===== src/rtl/reverse_job_frontend.sv =====
// rtl/reverse_job_frontend.sv - job sequencer between valid/ready streams and the digit-reverse controller
// Holds start until Done, captures the result with its cycle count, and releases the controller.
module reverse_job_frontend #(
    parameter int W  = 16,
    parameter int CW = 8
) (
    input  logic          clk,
    input  logic          rst_n,
    input  logic          in_valid,
    output logic          in_ready,
    input  logic [W-1:0]  in_data,
    output logic [W-1:0]  op_data,
    output logic          start,
    input  logic          Done,
    input  logic [W-1:0]  result,
    output logic          out_valid,
    input  logic          out_ready,
    output logic [W-1:0]  out_data,
    output logic [CW-1:0] out_cycles,
    output logic          busy
);

    typedef enum logic [1:0] {
        S_IDLE,
        S_RUN,
        S_REL
    } state_t;

    state_t        state_q, state_d;
    logic          start_q, start_d;
    logic          out_valid_q, out_valid_d;
    logic [W-1:0]  op_data_q, op_data_d;
    logic [W-1:0]  out_data_q, out_data_d;
    logic [CW-1:0] out_cycles_q, out_cycles_d;
    logic [CW-1:0] cyc_q, cyc_d;
    logic          cap;

    always_ff @(posedge clk) begin
        if (!rst_n) begin
            state_q      <= S_IDLE;
            start_q      <= 1'b0;
            out_valid_q  <= 1'b0;
            op_data_q    <= '0;
            out_data_q   <= '0;
            out_cycles_q <= '0;
            cyc_q        <= '0;
        end else begin
            state_q      <= state_d;
            start_q      <= start_d;
            out_valid_q  <= out_valid_d;
            op_data_q    <= op_data_d;
            out_data_q   <= out_data_d;
            out_cycles_q <= out_cycles_d;
            cyc_q        <= cyc_d;
        end
    end

    // A capture may coincide with a drain; the capture wins so out_valid stays high.
    assign cap = (state_q == S_RUN) && Done && (!out_valid_q || out_ready);

    always_comb begin
        state_d      = state_q;
        start_d      = start_q;
        out_valid_d  = out_valid_q;
        op_data_d    = op_data_q;
        out_data_d   = out_data_q;
        out_cycles_d = out_cycles_q;
        cyc_d        = cyc_q;

        if (out_valid_q && out_ready) begin
            out_valid_d = 1'b0;
        end

        case (state_q)
            S_IDLE: begin
                if (in_valid) begin
                    op_data_d = in_data;
                    start_d   = 1'b1;
                    cyc_d     = '0;
                    state_d   = S_RUN;
                end
            end
            S_RUN: begin
                if (cap) begin
                    out_data_d   = result;
                    out_cycles_d = cyc_q;
                    out_valid_d  = 1'b1;
                    start_d      = 1'b0;
                    state_d      = S_REL;
                end else if (!Done && (cyc_q != {CW{1'b1}})) begin
                    cyc_d = cyc_q + CW'(1);
                end
            end
            S_REL: begin
                if (!Done) begin
                    state_d = S_IDLE;
                end
            end
            default: begin
                state_d = S_IDLE;
                start_d = 1'b0;
            end
        endcase
    end

    assign in_ready   = (state_q == S_IDLE);
    assign busy       = (state_q != S_IDLE);
    assign start      = start_q;
    assign op_data    = op_data_q;
    assign out_valid  = out_valid_q;
    assign out_data   = out_data_q;
    assign out_cycles = out_cycles_q;

endmodule


===== config.mk =====
export PLATFORM = sky130hd
export DESIGN_NAME = reverse_job_frontend
export DESIGN_NICKNAME = d
export VERILOG_FILES = /design/src/rtl/reverse_job_frontend.sv
export SDC_FILE = /design/constraint.sdc
export NUM_CORES = 1
export LEC_CHECK = 0
export CAP_MARGIN = 5
export CORE_MARGIN = 2
export CORE_UTILIZATION = 47
export DETAILED_ROUTE_END_ITERATION = 16
export PLACE_DENSITY = 0.83
export SLEW_MARGIN = 10
export SYNTH_ARGS = -nofsm -noshare
export SYNTH_HDL_FRONTEND = slang
export SYNTH_SLANG_ARGS = --single-unit

===== constraint.sdc =====
create_clock -name clk -period 2.7 [get_ports clk]
set_input_delay 0.54 -clock clk [delete_from_list [all_inputs] [get_ports clk]]
set_output_delay 0.54 -clock clk [all_outputs]
set_load 0.005 [all_outputs]

==> flow_metrics.env, run 1 <==
export IMPL_status="completed"
export IMPL_cts_tree="built"
export IMPL_grt_antenna_before_repair=0
export IMPL_gp_congestion=0.789
export IMPL_critPathBufInv=2
export IMPL_grt_pass1_wl_mm=8.01
export IMPL_wl_per_cell_um=12.9
export IMPL_die_x_um=71.8
export IMPL_path_cells="nor2_1 -> inv_1 -> clkdlybuf4s50_1"
export IMPL_synth_area_top_cells="dfxtp_1 48%, nand2_1 15%, a21boi_0 8.0%"
export IMPL_synth_fp_nets=287
export IMPL_slew_headroom=0.581
export IMPL_layout_drive_gt1_share=0.0675
export IMPL_worstSetupPathType="reg -> out"
export IMPL_tightest_slew_ps=627
export IMPL_drt_iter0_drc=94
export IMPL_start_util=0.493
export IMPL_clockBufferDepth=2
export IMPL_dpl_instance_area_um2=2990
export IMPL_r2r_cells=5
export IMPL_area_growth_pct=41.9
export IMPL_cts_max_level=2
export IMPL_vdd_drop_max_mv=0.322
export IMPL_mappedNetlistArea_um2=2160
export IMPL_p_int_mw=1.12
export IMPL_fin_crit_sh=0.783
export IMPL_wl_met1_mm=2.10
export IMPL_clk_pin_slew_ps=90
export IMPL_dp_hpwl_mm=3.45
export IMPL_ys_flop_type="dfxtp_1"
export IMPL_cts_root_buffer="clkbuf_8"
export IMPL_drt_pre_antenna_iters=4
export IMPL_drc=0
export IMPL_dr_wl_met3_um=242
export IMPL_yosysMostFrequentCell="nand2_1"
export IMPL_pwr_density_cell_nw_per_um2=480
export IMPL_synth_common_cells="85 x nand2_1, 52 x dfxtp_1, 23 x a21boi_0"
export IMPL_synth_compound_area_share=0.215
export IMPL_switching_share=0.241
export IMPL_hold_buffers=0
export IMPL_synth_seq_cells=52
export IMPL_cp_top_family="buffers and inverters"
export IMPL_cts_repair_resized=0
export IMPL_setup_viol=0
export IMPL_grt_setup_unrepaired="no"
export IMPL_rows=24
export IMPL_final_area_um2=3070
export IMPL_ys_warn_count=0
export IMPL_synth_top_area_share=0.481
export IMPL_drt_total_wl_mm=4.89
export IMPL_synthAdderAreaFrac=0.00579
export IMPL_grtUsageTotal=0.196
export IMPL_overflow=0
export IMPL_highest_layer="met4"
export IMPL_dp_cells=371
export IMPL_async_flop_share=0
export IMPL_syn_avg_cell_area_um2=8.68
export IMPL_reg2reg_slack_ps=920
export IMPL_power_frac_comb=0.163
export IMPL_insertion_delay_ps=300
export IMPL_hold_path_class="reg -> reg"
export IMPL_design_core_area_um2=4380
export IMPL_grt_pass1_vias=1803
export IMPL_antenna_cells=0
export IMPL_vias_per_cell=5.08
export IMPL_fin_crit_ps=2110
export IMPL_stdcell_count=378
export IMPL_critPathSlowestCell="dfxtp_1"
export IMPL_synth_edf_count=0
export IMPL_synth_top_area_cell="dfxtp_1"
export IMPL_numCtsBuffers=5
export IMPL_crit_arrival_ps=1570
export IMPL_cpPeakStageDelay_ps=550
export IMPL_yosys_area_share_simple=0.249
export IMPL_required_ps=2160
export IMPL_synthMuxAreaShare=0
export IMPL_synth_top_family_by_area="simple AND/OR/NAND/NOR gates"
export IMPL_crit_cells=3
export IMPL_nets=364
export IMPL_grt_max_degree=27
export IMPL_finalPower_mw=1.47
export IMPL_p_leak_nw=1.10
export IMPL_die_h_um=71.8
export IMPL_syn_instance_count=249
export IMPL_synthXorXnorAreaFrac=0
export IMPL_path_max_fanout=8
export IMPL_clockPowerShare=0.282
export IMPL_hold_depth=2
export IMPL_cts_setup_buffers=0
export IMPL_finClkSkew_ps=5.95
export IMPL_seq_power_share=0.555
export IMPL_whs_ps=454
export IMPL_cts_sinks=52
export IMPL_portBuffers=80
export IMPL_io_pins=81
export IMPL_dieArea_um2=5160
export IMPL_ys_seq_area_frac=0.481
export IMPL_cp_start_kind="register"
export IMPL_fmax_mhz=473
export IMPL_synth_distinct_cells=39
export IMPL_hold_violations=0
export IMPL_ant_nets=0
export IMPL_dr_wl_met2_mm=2.48
export IMPL_p_switching_uw=355
export IMPL_maxCapViolCount=0
export IMPL_final_max_slew_viol_count=0
export IMPL_cp_end_kind="output pin"
export IMPL_vias=1919
export IMPL_fin_setup_tns_ps=0
==> power groups by stage <==
stage          Combinational, mW  Clock, mW  Sequential [mW]
3_5_place_dp               0.242          0            0.836
4_1_cts                    0.243      0.427            0.819
6_report                   0.240      0.415            0.819
2_1_floorplan              0.102          0            0.838
3_3_place_gp               0.239          0            0.835
5_1_grt                    0.262      0.464            0.824
==> cell families after synthesis <==
group,count (synthesis)
DFF,52
adders and majority gates,1
and+or+nand+nor,117
buffers and inverters,18
AOI/OAI and AO/OA,61
==> final cells by class <==
type,instances,area [µm²]
Multi-Input combinational cell,179,1010
Clock inverter,2,12.5
Fill cell,360,1320
Tap cell,52,65.1
Clock buffer,5,68.8
Inverter,2,7.51
Sequential cell,52,1040
Timing Repair Buffer,86,858
==> cells in the final DEF (no fill, tap or decap), drive strengths merged, types with 2 or more instances in the layout <==
cell            n
clkdlybuf4s50  80
o21ai           4
nor2b           4
buf             6
nor2            3
a21oi           3
o21a            4
nand2          86
or3             2
clkbuf          5
o31a            2
nand3           7
a21boi         44
inv             2
nand4           2
dfxtp          52
and3            5
nor3b           2
==> routing by layer <==
| layer | up-vias | track usage |
|---|---|---|
| met5 | - | 0 |
| met4 | 0 | 0.0734 |
| met3 | 6 | 0.0464 |
| met2 | 44 | 0.350 |
| met1 | 887 | 0.226 |
| li1 | 982 | - |
==> sequential cells by signal (all words and copies together) (netlist names) <==
name / flops
start: 1
out_cycles: 8
state_q: 2
op_data: 16
out_data: 16
out_valid: 1
cyc_q: 8
==> worst reg2reg max path: stages (launching register included) <==
cell	delay, ps
dfxtp_1	410
ha_1	250
nand4_1	220
o21ai_2	420
a21oi_2	100
o221a_2	270
==> through the flow <==
step	util	worst slack [ps]
after floorplan	-	1190
after global placement	0.681	638
after detailed placement	0.681	577
after CTS	0.700	565
after global routing	0.700	505
final	0.700	586
==> final timing paths <==
path                                  from                        to
hold reg to reg   out_data[0]$_SDFFE_PN0P_  out_data[0]$_SDFFE_PN0P_
setup reg to reg     cyc_q[0]$_SDFFE_PN0P_     cyc_q[4]$_SDFFE_PN0P_
hold / removal    out_data[0]$_SDFFE_PN0P_  out_data[0]$_SDFFE_PN0P_
setup / recovery   state_q[1]$_SDFFE_PN0P_                      busy
No activity file was read; power rests on OpenSTA's default activity.
==> run 2: changes to the inputs <==
CORE_UTILIZATION = 44   (was 47)
PLACE_DENSITY = 0.79   (was 0.83)
clock period = 2.1 ns   (was 2.7 ns; I/O delays follow)
==> run 2 against run 1 <==
Sequential power up 28%. Die area up 6.4%. Via count fell by 0.47%. Register-to-register slack worse by 600 ps. Count of clock-buffer cells in the layout stayed put. Critical path depth is 1 lower. Sequential cell count stayed put. Combinational power increased by 30%. First-iteration DRC count down 1.1%.
==> flow_metrics.env, run 2 (same netlist as run 1, synthesis figures left out) <==
export IMPL_fin_setup_tns_ps=0
export IMPL_maxCapViolCount=0
export IMPL_numCtsBuffers=5
export IMPL_io_pins=81
export IMPL_clockBufferDepth=2
export IMPL_vias_per_cell=4.86
export IMPL_final_max_slew_viol_count=0
export IMPL_cts_repair_resized=0
export IMPL_finalPower_mw=1.91
export IMPL_path_max_fanout=8
export IMPL_ant_nets=0
export IMPL_hold_violations=0
export IMPL_required_ps=1680
export IMPL_grt_pass1_wl_mm=7.78
export IMPL_stdcell_count=393
export IMPL_dp_cells=386
export IMPL_overflow=0
export IMPL_cts_tree="built"
export IMPL_antenna_cells=0
export IMPL_final_cell_mix="85 x nand2_1, 80 x clkdlybuf4s50_1, 52 x dfxtp_1"
export IMPL_dp_hpwl_mm=3.35
export IMPL_hold_path_class="reg -> reg"
export IMPL_vias=1910
export IMPL_final_common_cell="nand2_1"
export IMPL_finClkSkew_ps=7.17
export IMPL_crit_arrival_ps=1470
export IMPL_drt_total_wl_mm=4.90
export IMPL_p_leak_nw=1.10
export IMPL_cp_start_kind="register"
export IMPL_slew_headroom=0.747
export IMPL_cts_max_level=2
export IMPL_hold_buffers=0
export IMPL_die_x_um=74.1
export IMPL_grt_antenna_before_repair=0
export IMPL_vdd_drop_max_mv=0.427
export IMPL_tightest_slew_ps=379
export IMPL_nets=364
export IMPL_wl_per_cell_um=12.5
export IMPL_design_core_area_um2=4720
export IMPL_dieArea_um2=5490
export IMPL_cp_end_kind="output pin"
export IMPL_setup_viol=0
export IMPL_grt_max_degree=54
export IMPL_portBuffers=80
export IMPL_grtUsageTotal=0.182
export IMPL_grt_pass1_vias=1717
export IMPL_cts_sinks=52
export IMPL_gp_congestion=0.833
export IMPL_rows=25
export IMPL_layout_drive_gt1_share=0.0675
export IMPL_fin_crit_sh=0.900
export IMPL_fmax_mhz=529
export IMPL_cts_root_buffer="clkbuf_8"
export IMPL_grt_setup_unrepaired="no"
export IMPL_start_util=0.458
export IMPL_area_growth_pct=43.3
export IMPL_status="completed"
export IMPL_fin_crit_ps=1890
export IMPL_drt_iter0_drc=93
export IMPL_drt_pre_antenna_iters=4
export IMPL_die_h_um=74.1
export IMPL_cts_setup_buffers=0
export IMPL_pwr_density_cell_nw_per_um2=616
export IMPL_drc=0
export IMPL_worstSetupPathType="reg -> out"
export IMPL_clk_pin_slew_ps=90
export IMPL_insertion_delay_ps=300
run 2: cell types whose count changed in the layout (fill, tap and decap cells not counted):
cell,before,now
buf_12,1,2
buf_4,5,4
run 2: area by class of cell:
cell class	instances	area (µm²)
Clock buffer	5	68.8
Clock inverter	2	12.5
Fill cell	395	1620
Inverter	2	7.51
Multi-Input combinational cell	179	1010
Sequential cell	52	1040
Tap cell	67	83.8
Timing Repair Buffer	86	871
run 2: stage by stage:
step,util,area (µm²),hold WS (ps),setup WS (ps)
2_1_floorplan,-,2160,451,589
3_3_place_gp,0.639,3020,440,212
3_5_place_dp,0.639,3020,444,143
4_1_cts,0.656,3100,457,191
5_1_grt,0.656,3100,467,124
6_report,0.656,3100,455,210
run 2: worst paths after layout:
kind	from	end	slack, ps	depth (start not counted)
setup / recovery	state_q[0]$_SDFFE_PN0P_	in_ready	210	2
hold / removal	out_data[7]$_SDFFE_PN0P_	out_data[7]$_SDFFE_PN0P_	450	2
setup reg to reg	cyc_q[0]$_SDFFE_PN0P_	cyc_q[4]$_SDFFE_PN0P_	320	5
hold reg to reg	out_data[7]$_SDFFE_PN0P_	out_data[7]$_SDFFE_PN0P_	450	2
run 2: critical path: stages (launching register included):
cell and delay, ps:
dfxtp_1 380, nor2_1 240, clkdlybuf4s50_1 550
run 2: per-layer routing:
metal	routed length (µm)	global-route usage
met3	206	0.0461
met4	75	0.0687
met5	0	0
met1	2220	0.222
met2	2400	0.308
run 2: where the power goes:
part           internal, mW  total, mW  switching [mW]
sequential             1.03       1.05          0.0235
clock                 0.226      0.544           0.318
combinational         0.189      0.313           0.124
